<file path="config.mk">
export PLATFORM = sky130hd
export DESIGN_NAME = systolic_ctrl
export DESIGN_NICKNAME = d
export VERILOG_FILES = /design/src/rtl/systolic_pkg.sv /design/src/rtl/systolic_ctrl.sv
export SDC_FILE = /design/constraint.sdc
export NUM_CORES = 1
export LEC_CHECK = 0
export BUFFER_PORTS_ARGS = -buffer_cell sky130_fd_sc_hd__buf_2
export CORE_ASPECT_RATIO = 0.9
export CORE_MARGIN = 2
export CORE_UTILIZATION = 45
export CTS_BUF_LIST = sky130_fd_sc_hd__clkbuf_4
export DETAILED_ROUTE_END_ITERATION = 7
export PLACE_DENSITY_LB_ADDON = 0.05
export SYNTH_ARGS = -nofsm -noshare
export SYNTH_HDL_FRONTEND = slang
export SYNTH_SLANG_ARGS = --single-unit
</file>
<file path="constraint.sdc">
create_clock -name clk_i -period 6.19 [get_ports clk_i]
set_input_delay 0.3095 -clock clk_i [delete_from_list [all_inputs] [get_ports clk_i]]
set_output_delay 0.3095 -clock clk_i [all_outputs]
set_load 0.005 [all_outputs]
</file>
<file path="src/rtl/systolic_pkg.sv">
// Shared types for the systolic array datapath and its controller.
// input_mux_t selects what each PE latches or forwards.
package systolic_pkg;

  typedef enum logic [1:0] {
    PASSTHROUGH = 2'd0,
    LOAD        = 2'd1,
    PROCESS     = 2'd2
  } input_mux_t;

endpackage

</file>
<file path="src/rtl/systolic_ctrl.sv">
// Tile sequencer for a ROWS x COLS weight-stationary systolic array.
// Ports: clk_i, rst_ni, start_i/tiles_i/abort_i in; ready_o, done_o,
// tile_idx_o, mux_o, add_zero_o, acc_valid_o out.
module systolic_ctrl
  import systolic_pkg::*;
#(
  parameter int ROWS  = 4,
  parameter int COLS  = 4,
  parameter int CNT_W = 8
) (
  input  logic                  clk_i,
  input  logic                  rst_ni,
  input  logic                  start_i,
  input  logic [CNT_W-1:0]      tiles_i,
  input  logic                  abort_i,
  output logic                  ready_o,
  output logic                  done_o,
  output logic [CNT_W-1:0]      tile_idx_o,
  output input_mux_t [ROWS-1:0][COLS-1:0] mux_o,
  output logic [ROWS-1:0][COLS-1:0] add_zero_o,
  output logic [COLS-1:0]       acc_valid_o
);

  localparam int P  = 2*ROWS + COLS - 1;
  localparam int CW = $clog2(P + 1);

  localparam logic [CW-1:0] L_END = CW'(ROWS - 1);
  localparam logic [CW-1:0] P_END = CW'(P - 1);

  localparam logic [1:0] ST_IDLE = 2'd0;
  localparam logic [1:0] ST_LOAD = 2'd1;
  localparam logic [1:0] ST_PROC = 2'd2;
  localparam logic [1:0] ST_DONE = 2'd3;

  logic [1:0]       state;
  logic [CW-1:0]    cnt;
  logic [CNT_W-1:0] rem;
  logic [CNT_W-1:0] tile_q;
  input_mux_t       sel;

  always_ff @(posedge clk_i or negedge rst_ni) begin
    if (!rst_ni) begin
      state  <= ST_IDLE;
      cnt    <= '0;
      rem    <= '0;
      tile_q <= '0;
    end else if (abort_i && state != ST_IDLE) begin
      state  <= ST_IDLE;
      cnt    <= '0;
      rem    <= '0;
      tile_q <= '0;
    end else begin
      unique case (state)
        ST_IDLE: begin
          if (start_i) begin
            state  <= ST_LOAD;
            cnt    <= '0;
            tile_q <= '0;
            rem    <= (tiles_i == '0) ? CNT_W'(1) : tiles_i;
          end
        end
        ST_LOAD: begin
          if (cnt == L_END) begin
            state <= ST_PROC;
            cnt   <= '0;
          end else begin
            cnt <= cnt + CW'(1);
          end
        end
        ST_PROC: begin
          if (cnt == P_END) begin
            cnt <= '0;
            if (rem == CNT_W'(1)) begin
              state <= ST_DONE;
            end else begin
              state  <= ST_LOAD;
              rem    <= rem - CNT_W'(1);
              tile_q <= tile_q + CNT_W'(1);
            end
          end else begin
            cnt <= cnt + CW'(1);
          end
        end
        ST_DONE: begin
          state <= ST_IDLE;
          cnt   <= '0;
        end
        default: begin
          state <= ST_IDLE;
          cnt   <= '0;
        end
      endcase
    end
  end

  assign ready_o    = (state == ST_IDLE);
  assign done_o     = (state == ST_DONE);
  assign tile_idx_o = tile_q;

  // Weights latch on the last load cycle; the wavefront
  // reaches column j of the bottom row ROWS+j cycles in.
  always_comb begin
    sel         = PASSTHROUGH;
    add_zero_o  = '0;
    acc_valid_o = '0;
    if (state == ST_LOAD) begin
      if (cnt == L_END) sel = systolic_pkg::LOAD;
    end else if (state == ST_PROC) begin
      sel           = PROCESS;
      add_zero_o[0] = '1;
      for (int j = 0; j < COLS; j++) begin
        acc_valid_o[j] = (int'(cnt) >= ROWS + j) &&
                         (int'(cnt) <= 2*ROWS + j - 1);
      end
    end
  end

  always_comb begin
    for (int i = 0; i < ROWS; i++) begin
      for (int j = 0; j < COLS; j++) begin
        mux_o[i][j] = sel;
      end
    end
  end

endmodule

</file>
Yosys cells after proc, flatten, opt, wreduce, memory -nomap -nowiden
Index checks and enable logic that the tools add are counted.
{"block": "op_classes", "n_addsub": 3, "n_eq_ne": 10, "n_lt_le_gt_ge": 8, "reduce_logical": 11, "muxes": 29}
{"cell": "2-to-1 mux 8 bit", "count": 9}
{"cell": "2-to-1 mux 4 bit", "count": 8}
{"cell": "one-hot mux 8 bit (2 select lines)", "count": 2}
{"cell": "greater-or-equal comparator 4 x 3 -> 1 bit (second input constant)", "count": 4}
{"cell": "one-hot mux 4 bit (4 select lines)", "count": 1}
{"cell": "2-to-1 mux 2 bit", "count": 7}
{"cell": "<= comparator 4 bit (second input constant)", "count": 3}
{"cell": "!= test 3 bit (second input constant)", "count": 3}
{"cell": "adder 8 x 1 -> 8 bit (second input constant)", "count": 1}
{"cell": "== test 8 x 1 -> 1 bit (second input constant)", "count": 1}
{"cell": "zero test 8 bit", "count": 1}
{"cell": "one-hot mux 2 bit (4 select lines)", "count": 1}
{"cell": "subtractor 8 x 1 -> 8 bit (second input constant)", "count": 1}
{"cell": "logical AND 1 bit", "count": 5}
{"cell": "adder 4 x 1 -> 4 bit (second input constant)", "count": 1}
{"cell": "== test 2 bit (second input constant)", "count": 2}
{"cell": "== test 4 x 2 -> 1 bit (second input constant)", "count": 1}
{"cell": "== test 4 bit (second input constant)", "count": 1}
{"cell": "<= comparator 4 x 3 -> 1 bit (second input constant)", "count": 1}
{"cell": "AND reduction 4 bit", "count": 1}
{"cell": "!= test 3 x 2 -> 1 bit (second input constant)", "count": 1}
{"cell": "AND reduction 3 bit", "count": 1}
{"cell": "nonzero test 3 bit", "count": 1}
{"cell": "== test 2 x 1 -> 1 bit (second input constant)", "count": 1}
{"cell": "other kinds (3)", "count": 3}
{"block": "totals", "in_bits": 12, "register_bits": 22, "out_inout_bits": 62, "word_cells": 65}

Longest topological paths before layout
{"block": "logic_depth", "depth_word": 5, "mapped_depth": 8}

Worst setup path before layout
OpenSTA, ideal clock, no wires.
{"block": "synth_timing", "path_type": "register -> register", "startpoint": "register state[1]", "endpoint": "register rem[7]", "setup_slack_ps": 4206, "stages_incl_launch_ff": 8, "synth_period_minus_slack_ps": 1984, "setup_ps": 66, "required_time_ps": 6124, "path_buffers": 1, "t_arrival_ps": 1918, "path_cell_list": "dfrtp_1 -> inv_1 -> ha_1 -> buf_2 -> or3b_1 -> a211o_1 -> a2111oi_2 -> a221o_1"}
{"element": "start, declared", "line": "systolic_ctrl.sv:35", "rtl": "logic [1:0] state;"}
{"element": "start signal, assigned", "line": "systolic_ctrl.sv:43", "rtl": "state <= ST_IDLE;"}
{"element": "start signal, assigned", "line": "systolic_ctrl.sv:48", "rtl": "state <= ST_IDLE;"}
{"element": "start signal, assigned", "line": "systolic_ctrl.sv:56", "rtl": "state <= ST_LOAD;"}
{"element": "zero test 2 bit *"}
{"element": "named net ready_o", "line": "systolic_ctrl.sv:16", "rtl": "output logic ready_o,"}
{"element": "!= test 3 x 2 -> 1 bit (no source line) (tied with other cells)"}
{"element": "AND reduction 4 bit (no source line) or 2-to-1 mux 8 bit (tied branches)"}
{"element": "end signal, assigned", "line": "systolic_ctrl.sv:59", "rtl": "rem <= (tiles_i == '0) ? CNT_W'(1) : tiles_i;"}
{"element": "end signal, assigned", "line": "systolic_ctrl.sv:77", "rtl": "rem <= rem - CNT_W'(1);"}
{"element": "end, declared", "line": "systolic_ctrl.sv:37", "rtl": "logic [CNT_W-1:0] rem;"}
Mark *: on every way through the listed nets, which the timed path passes. The rest lies on a longest branch.
A chain may end at the register's enable or synchronous reset.

Worst setup path after layout
{"block": "layout_timing", "startpoint": "register state[1]", "endpoint": "register rem[6]"}
{"block": "layout_via", "elab_chain_len": 4}
{"element": "nonzero test 2 bit", "line": "systolic_ctrl.sv:47", "rtl": "end else if (abort_i && state != ST_IDLE) begin"}
{"element": "logical AND 1 bit", "line": "systolic_ctrl.sv:47"}
{"element": "!= test 3 bit (no source line) (tied with other cells)"}
{"element": "AND reduction 4 bit (no source line)"}
Parallel ways exist; a longest one is shown, timed or not.

==> metrics.md <==
| Metric | Value |
|---|---|
| Height of the die | 67.5 µm |
| CP bufs+invs | 1 |
| Ant diodes | 0 |
| Nets | 284 |
| Drt first-iter violations | 88 |
| Max_cap viols | 0 |
| CTS buffer count | 3 |
| WP data arrival | 2.92 ns |
| Routed vias | approximately 1700 |
| CP startpoint kind | flop |
| Area growth, synth to finish | 5.46% |
| Slowest CP cell | nor2b_1 |
| Leakage | 1.04 nW |
| Worst Path Max Fanout | 11 |
| CP peak stage delay | 0.65 ns |
| Seq/Total Area, Yosys | 27.3% |
| Final wirelength | 4.41 mm |
| Port-buffer cells | between 60 and 70 |
| Hold Fails Final Rpt | 0 |
| CTS tree | yes |
| Worst-path clk slew | about 0.14 ns |
| Mapped Cells | 236 |
| Root buf cell | clkbuf_4 |
| Maximum clock path buffer count | 2 |
| Final Util | just under 50% |
| FF-to-FF Start | state[1]$_DFFE_PN0P_ |
| Status | completed |
| Core footprint | 0.00437 mm² |
| Pwr dens | about 350 mW/mm² |
| Clk Latency, worst-skew pair | approximately 0.32 ns |
| Fin crit period | 2.69 ns |
| First drt pass iteration count | 4 |
| Hold_sp | tiles_i[7] |
| Synth warn | 0 |
| Critical Path Sink Type | flop |
| Drt wl/cell | 13.7 µm |
| Die X | around 75 µm |
| H-Tree Level Count | 1 |
| Synth unique cells | 47 |
| Drt via density | 5.33 |
| Cell area after synthesis | just over 0.002 mm² |
| Count of boundary I/O pins | 74 |
| Mean Syn Cell Area | 8.55 µm² |
| Highest clock rate | 372 MHz |
| GRT Util Overall | 17.9% |
| DP Wirelength | 3.29 mm |
| Slew HR | 47.0% |
| Critical Path Source | state[1]$_DFFE_PN0P_ |
| Fraction of registers with async set/reset | between 90% and 100% |
| First-pass GRT wire length | 6.87 mm |
| Top_reg_cell synth | dfrtp_1 |
| Post-route ant nets | 0 |
| Maximum VDD drop | approximately 0.15 mV |
| Layout cells sized above 1 | 26.6% |
| WP data required | 6.42 ns |
| RD Place Congestion | approximately 0.81 |
| Vias in the first global route | 1435 |
| DRC viols | 0 |
| Die ar. | 0.00503 mm² |
| CP cell instances | inv_1 > ha_1 > nor2b_1 > nor2_1 > o21a_1 > a32o_1 |
| Family with the most delay on the worst path | simple AND/OR/NAND/NOR gates |
| RSZ-0062 raised after global routing | no |
| Setup TNS | 0 ns |
| Fin. max-slew vios | 0 |
| Most frequent cells in the layout | buf_2, dfrtp_1, nand2_1 |
| Seq cells post-synth | 22 |
| Hold WC Path Type | in2reg |
| Initial antenna violation count | 0 |
| Setup Skew | 0.00223 ns |
| Sink Count | 22 |
| EDFF count, synth | 0 |
| Slew @ Worst Pin | 0.793 ns |
| Initial core utilization | 46.1% |
| Most common cell after layout, fill and taps aside | buf_2 |
| Setup CP Type | reg2reg |
| Final setup viols | 0 |
| Largest net degree at the start of global routing | 23 |
| Total grt overflow | 0 |
| Cell Rows | 23 |
| Final worst path period share | 43.4% |
path summary, 6_finish.rpt:
check	slack, ns	cells after the start	endpoint
max	3.50	6	rem[6]$_DFFE_PN0P_
min	0.22	2	rem[7]$_DFFE_PN0P_
min in group asynchronous	0.47	2	rem[3]$_DFFE_PN0P_
min reg2reg	0.57	1	tile_idx_o[0]$_DFFE_PN0P_
max in group asynchronous	5.36	2	cnt[3]$_DFFE_PN0P_
max reg2reg	3.50	6	rem[6]$_DFFE_PN0P_
synth_stat cells, types with 2 or more instances:
master	count	area, µm²
buf_4	46	345
dfrtp_1	22	551
nand2_1	18	67.6
inv_1	14	52.6
ha_1	12	150
nand3_1	12	60.1
nor2_1	10	37.5
o211ai_1	8	60.1
o221ai_1	8	70.1
nor3_1	7	35.0
nand2b_1	6	37.5
clkbuf_1	5	18.8
mux2i_1	5	50.1
nor2b_1	5	31.3
a21oi_1	4	20.0
buf_2	4	20.0
o21ai_0	4	20.0
a32o_1	3	30.0
o2111ai_1	3	26.3
o21ai_1	3	15.0
or4_1	3	22.5
a221o_1	2	20.0
a22o_1	2	17.5
a22oi_1	2	15.0
nand4_1	2	12.5
nor3b_1	2	15.0
nor4_1	2	12.5
o2bb2ai_1	2	17.5
or3_1	2	12.5
worst reg2reg max path, stage by stage, from the launching register on:
cell and delay (ns):
dfrtp_1 0.46, inv_1 0.15, ha_1 0.38, nor2b_1 0.65
nor2_1 0.31, o21a_1 0.34, a32o_1 0.31
per-layer routing:
metal / GRT usage, % / vias up / part of all wire (%)
li1: - / 853 / -
met3: 2.99 / 5 / 6.0
met1: 24.7 / 793 / 47
met4: 6.03 / 0 / 1.2
met5: 0 / - / 0
met2: 28.4 / 61 / 45
final cells by class:
type / count / area, µm²
repair buffers: 63 / 323
fillers: 447 / 2250
clock inverters: 1 / 30.0
multi-input cells: 156 / 1070
clock buffers: 3 / 22.5
inverters: 14 / 52.6
well taps: 62 / 77.6
flip-flops and latches: 22 / 551
registers in the layout, indices dropped and copies added, names as in the netlist:
register / cells
rem: 8
tile_idx_o: 8
state: 2
cnt: 4
logic make-up after synthesis:
logic type                 after synthesis  synth area share, %
buffers and inverters                   69                 21.7
AOI/OAI and AO/OA                       49                 19.1
adders and majority gates               12                 7.44
other                                    1                0.186
and+or+nand+nor                         78                 21.8
muxes                                    5                 2.48
DFF                                     22                 27.3
timing repair:
item                                   in CTS  in global routing
endpoints found under the hold margin      22                  0
resized for setup                           0                  0
setup buffers                               0                  0
hold buffers                                1                  0
through the flow:
step | std cells | area [µm²] | worst slack, ns | hold WS (ns) | power [W]
detailed placement | 316 | 2060 | 3.57 | 0.320 | 0.000632
global route | 321 | 2130 | 3.25 | 0.219 | 0.000820
CTS | 321 | 2130 | 3.55 | 0.211 | 0.000750
global placement | 316 | 2060 | 3.66 | 0.328 | 0.000634
finish | 321 | 2130 | 3.50 | 0.222 | 0.000747
floorplan | 247 | 2060 | 4.21 | 0.0139 | 0.000565
report_power, final:
group	leakage [nW]	total (W)	internal (W)	switching, W
Sequential	0.294	0.000228	0.000180	0.0000477
Combinational	0.723	0.000403	0.000161	0.000242
Clock	0.0279	0.000116	0.0000655	0.0000506
No activity file was read; power rests on OpenSTA's default activity.
